**src/rtl/regfile_sb_if.sv**
```systemverilog
`timescale 1ns/1ps
`default_nettype none
// ============================================================================
// Module   : regfile_sb_if
// Brief    : Read/write/issue bundle between the pipeline and regfile_sb.
// Revision : 1.0
// ============================================================================
interface regfile_sb_if #(
    parameter int DATA_W = 32,
    parameter int ADDR_W = 4
);
    logic [ADDR_W-1:0] ra1;
    logic [ADDR_W-1:0] ra2;
    logic [ADDR_W-1:0] ra3;
    logic [DATA_W-1:0] rd1;
    logic [DATA_W-1:0] rd2;
    logic [DATA_W-1:0] rd3;
    logic              busy1;
    logic              busy2;
    logic              busy3;
    logic [DATA_W-1:0] r15;
    logic              we3;
    logic [ADDR_W-1:0] wa3;
    logic [DATA_W-1:0] wd3;
    logic              we4;
    logic [ADDR_W-1:0] wa4;
    logic [DATA_W-1:0] wd4;
    logic              iss_v;
    logic [ADDR_W-1:0] iss_a;
    logic [ADDR_W:0]   pend_cnt;

    modport master (
        output ra1, ra2, ra3, r15,
        output we3, wa3, wd3, we4, wa4, wd4,
        output iss_v, iss_a,
        input  rd1, rd2, rd3, busy1, busy2, busy3, pend_cnt
    );

    modport slave (
        input  ra1, ra2, ra3, r15,
        input  we3, wa3, wd3, we4, wa4, wd4,
        input  iss_v, iss_a,
        output rd1, rd2, rd3, busy1, busy2, busy3, pend_cnt
    );
endinterface
`default_nettype wire

```
**src/rtl/regfile_sb.sv**
```systemverilog
`timescale 1ns/1ps
`default_nettype none
// ============================================================================
// Module   : regfile_sb
// Brief    : 3R/2W register file with optional bypass and a busy scoreboard
//            for long-latency writebacks; PC index reads the external r15.
// Revision : 1.0
// ============================================================================
module regfile_sb #(
    parameter int DATA_W     = 32,
    parameter int ADDR_W     = 4,
    parameter int PC_IDX     = 15,
    parameter int BYPASS     = 1,
    parameter int RESET_ZERO = 1
) (
    input  logic         clk,
    input  logic         reset,
    regfile_sb_if.slave  bus
);

    localparam int                c_NREG = 2**ADDR_W;
    localparam logic [ADDR_W-1:0] c_PC   = ADDR_W'(PC_IDX);

    logic [DATA_W-1:0] w_rf [c_NREG];
    logic [c_NREG-1:0] r_busy;
    logic [c_NREG-1:0] w_busy_nxt;
    logic [ADDR_W:0]   r_pend;
    logic [ADDR_W:0]   w_pend_nxt;

    // The PC slot has no storage and can never be marked busy.
    for (genvar r = 0; r < c_NREG; r++) begin : g_reg
        if (r == PC_IDX) begin : g_pc
            assign w_rf[r]       = '0;
            assign w_busy_nxt[r] = 1'b0;
        end else begin : g_store
            logic [DATA_W-1:0] r_q;
            logic              w_hit3;
            logic              w_hit4;
            logic              w_hit_iss;

            assign w_hit3    = bus.we3   && (bus.wa3   == ADDR_W'(r));
            assign w_hit4    = bus.we4   && (bus.wa4   == ADDR_W'(r));
            assign w_hit_iss = bus.iss_v && (bus.iss_a == ADDR_W'(r));

            always_ff @(posedge clk) begin
                if (reset) begin
                    if (RESET_ZERO != 0) begin
                        r_q <= '0;
                    end
                end else if (w_hit4) begin
                    r_q <= bus.wd4;
                end else if (w_hit3) begin
                    r_q <= bus.wd3;
                end
            end

            assign w_rf[r]       = r_q;
            assign w_busy_nxt[r] = w_hit_iss ? 1'b1 : (w_hit4 ? 1'b0 : r_busy[r]);
        end
    end

    always_comb begin
        w_pend_nxt = '0;
        for (int i = 0; i < c_NREG; i++) begin
            w_pend_nxt = w_pend_nxt + {{ADDR_W{1'b0}}, w_busy_nxt[i]};
        end
    end

    always_ff @(posedge clk) begin
        if (reset) begin
            r_busy <= '0;
            r_pend <= '0;
        end else begin
            r_busy <= w_busy_nxt;
            r_pend <= w_pend_nxt;
        end
    end

    logic [ADDR_W-1:0] w_ra    [3];
    logic [DATA_W-1:0] w_rd    [3];
    logic [2:0]        w_rbusy;

    assign w_ra[0] = bus.ra1;
    assign w_ra[1] = bus.ra2;
    assign w_ra[2] = bus.ra3;

    for (genvar p = 0; p < 3; p++) begin : g_rd
        logic [DATA_W-1:0] w_val;

        // Port 4 has priority, matching which write lands in storage.
        always_comb begin
            w_val = w_rf[w_ra[p]];
            if (BYPASS != 0) begin
                if (bus.we4 && (bus.wa4 == w_ra[p])) begin
                    w_val = bus.wd4;
                end else if (bus.we3 && (bus.wa3 == w_ra[p])) begin
                    w_val = bus.wd3;
                end
            end
        end

        assign w_rd[p]    = (w_ra[p] == c_PC) ? bus.r15 : w_val;
        assign w_rbusy[p] = (w_ra[p] == c_PC) ? 1'b0 : r_busy[w_ra[p]];
    end

    assign bus.rd1      = w_rd[0];
    assign bus.rd2      = w_rd[1];
    assign bus.rd3      = w_rd[2];
    assign bus.busy1    = w_rbusy[0];
    assign bus.busy2    = w_rbusy[1];
    assign bus.busy3    = w_rbusy[2];
    assign bus.pend_cnt = r_pend;

endmodule
`default_nettype wire
```
**src/flat_wrapper.sv**
```systemverilog
// flat-port wrapper written by rule: the top's interface ports become plain ports
module regfile_sb_flat 
#(
    parameter int DATA_W     = 32,
    parameter int ADDR_W     = 4,
    parameter int PC_IDX     = 15,
    parameter int BYPASS     = 1,
    parameter int RESET_ZERO = 1
)
  (clk, reset, bus_ra1, bus_ra2, bus_ra3, bus_r15, bus_we3, bus_wa3, bus_wd3, bus_we4, bus_wa4, bus_wd4, bus_iss_v, bus_iss_a, bus_rd1, bus_rd2, bus_rd3, bus_busy1, bus_busy2, bus_busy3, bus_pend_cnt);
  regfile_sb_if #(.DATA_W(DATA_W), .ADDR_W(ADDR_W)) bus_i ();
  input  logic clk;
  input  logic reset;
  input wire logic [$bits(bus_i.ra1)-1:0] bus_ra1;
  input wire logic [$bits(bus_i.ra2)-1:0] bus_ra2;
  input wire logic [$bits(bus_i.ra3)-1:0] bus_ra3;
  input wire logic [$bits(bus_i.r15)-1:0] bus_r15;
  input wire logic [$bits(bus_i.we3)-1:0] bus_we3;
  input wire logic [$bits(bus_i.wa3)-1:0] bus_wa3;
  input wire logic [$bits(bus_i.wd3)-1:0] bus_wd3;
  input wire logic [$bits(bus_i.we4)-1:0] bus_we4;
  input wire logic [$bits(bus_i.wa4)-1:0] bus_wa4;
  input wire logic [$bits(bus_i.wd4)-1:0] bus_wd4;
  input wire logic [$bits(bus_i.iss_v)-1:0] bus_iss_v;
  input wire logic [$bits(bus_i.iss_a)-1:0] bus_iss_a;
  output wire logic [$bits(bus_i.rd1)-1:0] bus_rd1;
  output wire logic [$bits(bus_i.rd2)-1:0] bus_rd2;
  output wire logic [$bits(bus_i.rd3)-1:0] bus_rd3;
  output wire logic [$bits(bus_i.busy1)-1:0] bus_busy1;
  output wire logic [$bits(bus_i.busy2)-1:0] bus_busy2;
  output wire logic [$bits(bus_i.busy3)-1:0] bus_busy3;
  output wire logic [$bits(bus_i.pend_cnt)-1:0] bus_pend_cnt;
  assign bus_i.ra1 = bus_ra1;
  assign bus_i.ra2 = bus_ra2;
  assign bus_i.ra3 = bus_ra3;
  assign bus_i.r15 = bus_r15;
  assign bus_i.we3 = bus_we3;
  assign bus_i.wa3 = bus_wa3;
  assign bus_i.wd3 = bus_wd3;
  assign bus_i.we4 = bus_we4;
  assign bus_i.wa4 = bus_wa4;
  assign bus_i.wd4 = bus_wd4;
  assign bus_i.iss_v = bus_iss_v;
  assign bus_i.iss_a = bus_iss_a;
  assign bus_rd1 = bus_i.rd1;
  assign bus_rd2 = bus_i.rd2;
  assign bus_rd3 = bus_i.rd3;
  assign bus_busy1 = bus_i.busy1;
  assign bus_busy2 = bus_i.busy2;
  assign bus_busy3 = bus_i.busy3;
  assign bus_pend_cnt = bus_i.pend_cnt;
  regfile_sb #(.DATA_W(DATA_W), .ADDR_W(ADDR_W), .PC_IDX(PC_IDX), .BYPASS(BYPASS), .RESET_ZERO(RESET_ZERO)) u_core (.clk(clk), .reset(reset), .bus(bus_i));
endmodule
```
**config.mk**
```make
export PLATFORM = sky130hd
export DESIGN_NAME = regfile_sb_flat
export DESIGN_NICKNAME = d
export VERILOG_FILES = /design/src/rtl/regfile_sb_if.sv /design/src/rtl/regfile_sb.sv /design/src/flat_wrapper.sv
export SDC_FILE = /design/constraint.sdc
export NUM_CORES = 2
export LEC_CHECK = 0
export CORE_MARGIN = 10
export CORE_UTILIZATION = 40
export DETAILED_ROUTE_END_ITERATION = 8
export HOLD_SLACK_MARGIN = 0.02
export PLACE_DENSITY_LB_ADDON = 0.2
export SLEW_MARGIN = 20
export SYNTH_ARGS = -nofsm -noshare
export SYNTH_HDL_FRONTEND = slang
export SYNTH_SLANG_ARGS = --single-unit
```
**constraint.sdc**
```tcl
create_clock -name clk -period 17.56 [get_ports clk]
set_input_delay 4.39 -clock clk [delete_from_list [all_inputs] [get_ports clk]]
set_output_delay 4.39 -clock clk [all_outputs]
set_load 0.05 [all_outputs]
```
==> impl_metrics.json <==
{
  "status": "finished, final reports clean",
  "yosysUniqueCellTypes": 57,
  "hp-start": "u_core.g_reg[3].g_store.r_q[25]$_SDFFE_PP0P_",
  "r2r_cells": 14,
  "slowest_delay_ps": 940,
  "async_flop_share_pct": 0,
  "clkPwrFrac_pct": 40.8,
  "ir_drop_uv": 83.9,
  "crit_chain": "buf_6 -> nand2_1 -> nor2_1 -> a21o_2 -> a2111oi_0 -> a311oi_1 -> clkdlybuf4s50_1",
  "final_nets": 3866,
  "initial_core_util_pct": 40.4,
  "post_drt_wl_per_cell_um": 32.2,
  "timing.final.crit_period_ps": 13360,
  "drt_pass1_iterations": 6,
  "r2r_slack_ps": 13610,
  "grt_setup_unrepaired": "no",
  "ys_seq_elements": 500,
  "fmaxAchievable_mhz": 74.9,
  "finalWorstSetupSlack_ps": 4200,
  "drt_iter0_drc": 4596,
  "numCtsBuffers": 60,
  "vias": 34200,
  "wirelength_um": 162000,
  "crit_path_top_delay_cell": "clkdlybuf4s50_1",
  "cp_max_fo": 49,
  "hold_path_class": "reg -> reg",
  "post-place-ws_ps": 4400,
  "drc": 0,
  "clock_latency_ps": 650,
  "die_area_um2": 107000,
  "power_density_nw_per_um2": 76.3,
  "gr-total-overflow": 0,
  "viasPerCell": 6.80,
  "gp_congestion": 0.843,
  "worstMarginPinSlew_ps": 1090,
  "hold_depth": 2,
  "antenna_left": 0,
  "die_x_um": 328,
  "grt_start_max_net_pins": 121,
  "io_buffers": 228,
  "switchingPower_mw": 1.04,
  "r2r-start": "u_core.r_busy[0]$_SDFF_PP0_",
  "placed_area_um2": 40300,
  "final_common_cell": "mux2i_1",
  "path_delay_family": "compound AO/OA/AOI/OAI gates",
  "cts_tree": "done",
  "min_to": "u_core.g_reg[3].g_store.r_q[25]$_SDFFE_PP0P_",
  "grt_use_total_pct": 29.0,
  "slew_headroom_pct": 27.1,
  "fillers": 8878,
  "final_cell_mix": "mux2i_1 (582), nor2_1 (538), dfxtp_1 (500)",
  "cap_violations": 0,
  "r2r_end": "u_core.bus.pend_cnt[4]$_SDFF_PP0_",
  "postCtsHoldBufs": 0,
  "combPwrFrac_pct": 21.8,
  "setup.worst_path.start_class": "primary input",
  "layout-area-overhead-vs-synth_pct": 11.7,
  "intPower_mw": 2.18,
  "cts-root-buf": "clkbuf_16",
  "cts-resized-gates": 0,
  "worst-path-buf-inv": 2,
  "synth_seq_area_share_pct": 26.4,
  "antenna_found_initial": 9,
  "cp.arrival_ps": 8970,
  "synth_ff_type": "dfxtp_1",
  "critPathCaptureType": "primary output",
  "yosysWarnings": 0,
  "drv_slew": 0,
  "finalCritPeriodShare_pct": 76.1,
  "die_y_um": 328,
  "hold_viol_final": 0,
  "coreArea_um2": 93600,
  "syn_area_per_cell_um2": 9.69,
  "drive_gt1_share_pct": 18.1,
  "leakage_nw": 15.0,
  "synth_edf_count": 0,
  "worstSetupPathType": "in -> out",
  "syn-cell-area_um2": 37900,
  "skew_ps": 7.85,
  "design_area_um2": 42300,
  "clockBufferDepth": 3,
  "finalSetupTns_ps": 0,
  "grt_pass1_vias": 33100,
  "path_clk_slew_ps": 60,
  "cts_max_level": 2,
  "postCtsSetupBuffers": 0,
  "clock-sinks": 500,
  "syn_inst": 3905,
  "fp-row-count": 112,
  "dp_hpwl_um": 94700,
  "required_ps": 13170,
  "ioPinCount": 229,
  "synth_fp_nets": 4045,
  "p_sw_share_pct": 32.3,
  "setup_violations": 0,
  "p_seq_share_pct": 37.4,
  "grt_pass1_wl_um": 237000
}
[how the worst max path moves through the flow]
stage	startpoint	endpoint	slack, ps	depth (start not counted)
6_report	bus_ra2[1]	bus_rd2[23]	4200	7
5_1_grt	bus_ra2[1]	bus_rd2[2]	4290	7
4_1_cts	bus_ra2[1]	bus_rd2[23]	4390	7
3_5_place_dp	bus_ra2[1]	bus_rd2[23]	4400	7
3_3_place_gp	bus_ra2[1]	bus_rd2[23]	4430	7
2_1_floorplan	bus_ra2[0]	bus_rd2[23]	6340	8
[cells in the mapped netlist, drive strengths merged (31+ instances only)]
| master | n | area, um^2 |
|---|---|---|
| mux2i | 582 | 5830 |
| nor2 | 547 | 2060 |
| dfxtp | 500 | 10000 |
| a211oi | 480 | 3600 |
| mux4 | 334 | 7520 |
| clkbuf | 327 | 1230 |
| buf | 227 | 1190 |
| nand2 | 151 | 567 |
| mux2 | 90 | 1010 |
| inv | 75 | 282 |
| nor3 | 65 | 330 |
| o2bb2ai | 64 | 561 |
| o22ai | 61 | 382 |
| nor2b | 41 | 257 |
| o21ai | 37 | 185 |
| a31oi | 34 | 213 |
| a32oi | 32 | 280 |
| o221a | 32 | 360 |
| o22a | 32 | 280 |
| o31ai | 31 | 233 |
[routing by layer]
layer,routed length [um],vias up,global-route usage [%]
li1,-,14600,-
met1,67200,17100,39.9
met2,71100,2177,43.6
met3,17200,389,6.80
met4,6570,6,11.4
met5,41,-,0
[stage by stage]
step | hold slack, ps | utilization [%] | instances | power, mW
after floorplan | 534 | - | 3905 | 1.68
after global placement | 559 | 43.0 | 4917 | 1.92
after detailed placement | 565 | 43.0 | 4918 | 1.92
after CTS | 578 | 45.2 | 5029 | 3.22
after global routing | 597 | 45.2 | 5032 | 3.31
final | 582 | 45.2 | 5033 | 3.23
[power by group through the flow]
stage               combinational [mW]  sequential (mW)  clock (mW)
CTS                              0.693             1.21        1.32
floorplan                        0.457             1.22           0
finish                           0.703             1.21        1.32
global placement                 0.688             1.23           0
global route                     0.730             1.21        1.37
detailed placement               0.690             1.23           0
[cells by family after synthesis]
logic type	Yosys count	synth area share, %
AO/OA/AOI/OAI	889	18.1
buffers and inverters	629	7.15
multiplexers	1006	37.9
adder cells (fa/ha/maj)	15	0.674
AND/OR/NAND/NOR	840	9.10
XOR/XNOR	26	0.602
flip-flops	500	26.4
[registers in the layout, indices dropped and copies added (netlist names)]
signal / cells
u_core.bus.pend_cnt: 5
u_core.g.g_store.r_q: 480
u_core.r_busy: 15
[worst reg2reg max path, cell delays in order (launching register included)]
cell and delay (ps):
dfxtp_1 340, a22o_1 230, ha_1 310, fa_1 530
fa_1 440, fa_1 490, inv_1 50, fa_1 430
inv_1 70, ha_1 170, inv_1 70, fa_1 450
inv_1 70, a21oi_1 60, nor3b_1 180
[final cells by class]
class | instances | area (um^2) | area share, %
clock buffer | 84 | 1730 | 4.10
tap | 1254 | 1570 | 3.71
inverter | 75 | 282 | 0.666
sequential | 500 | 10000 | 23.7
multi-input combinational | 2776 | 25400 | 60.1
antenna | 4 | 10.0 | 0.0237
timing repair buffer | 313 | 2960 | 7.00
clock inverter | 27 | 288 | 0.681
(Power assumes the default switching activity.)
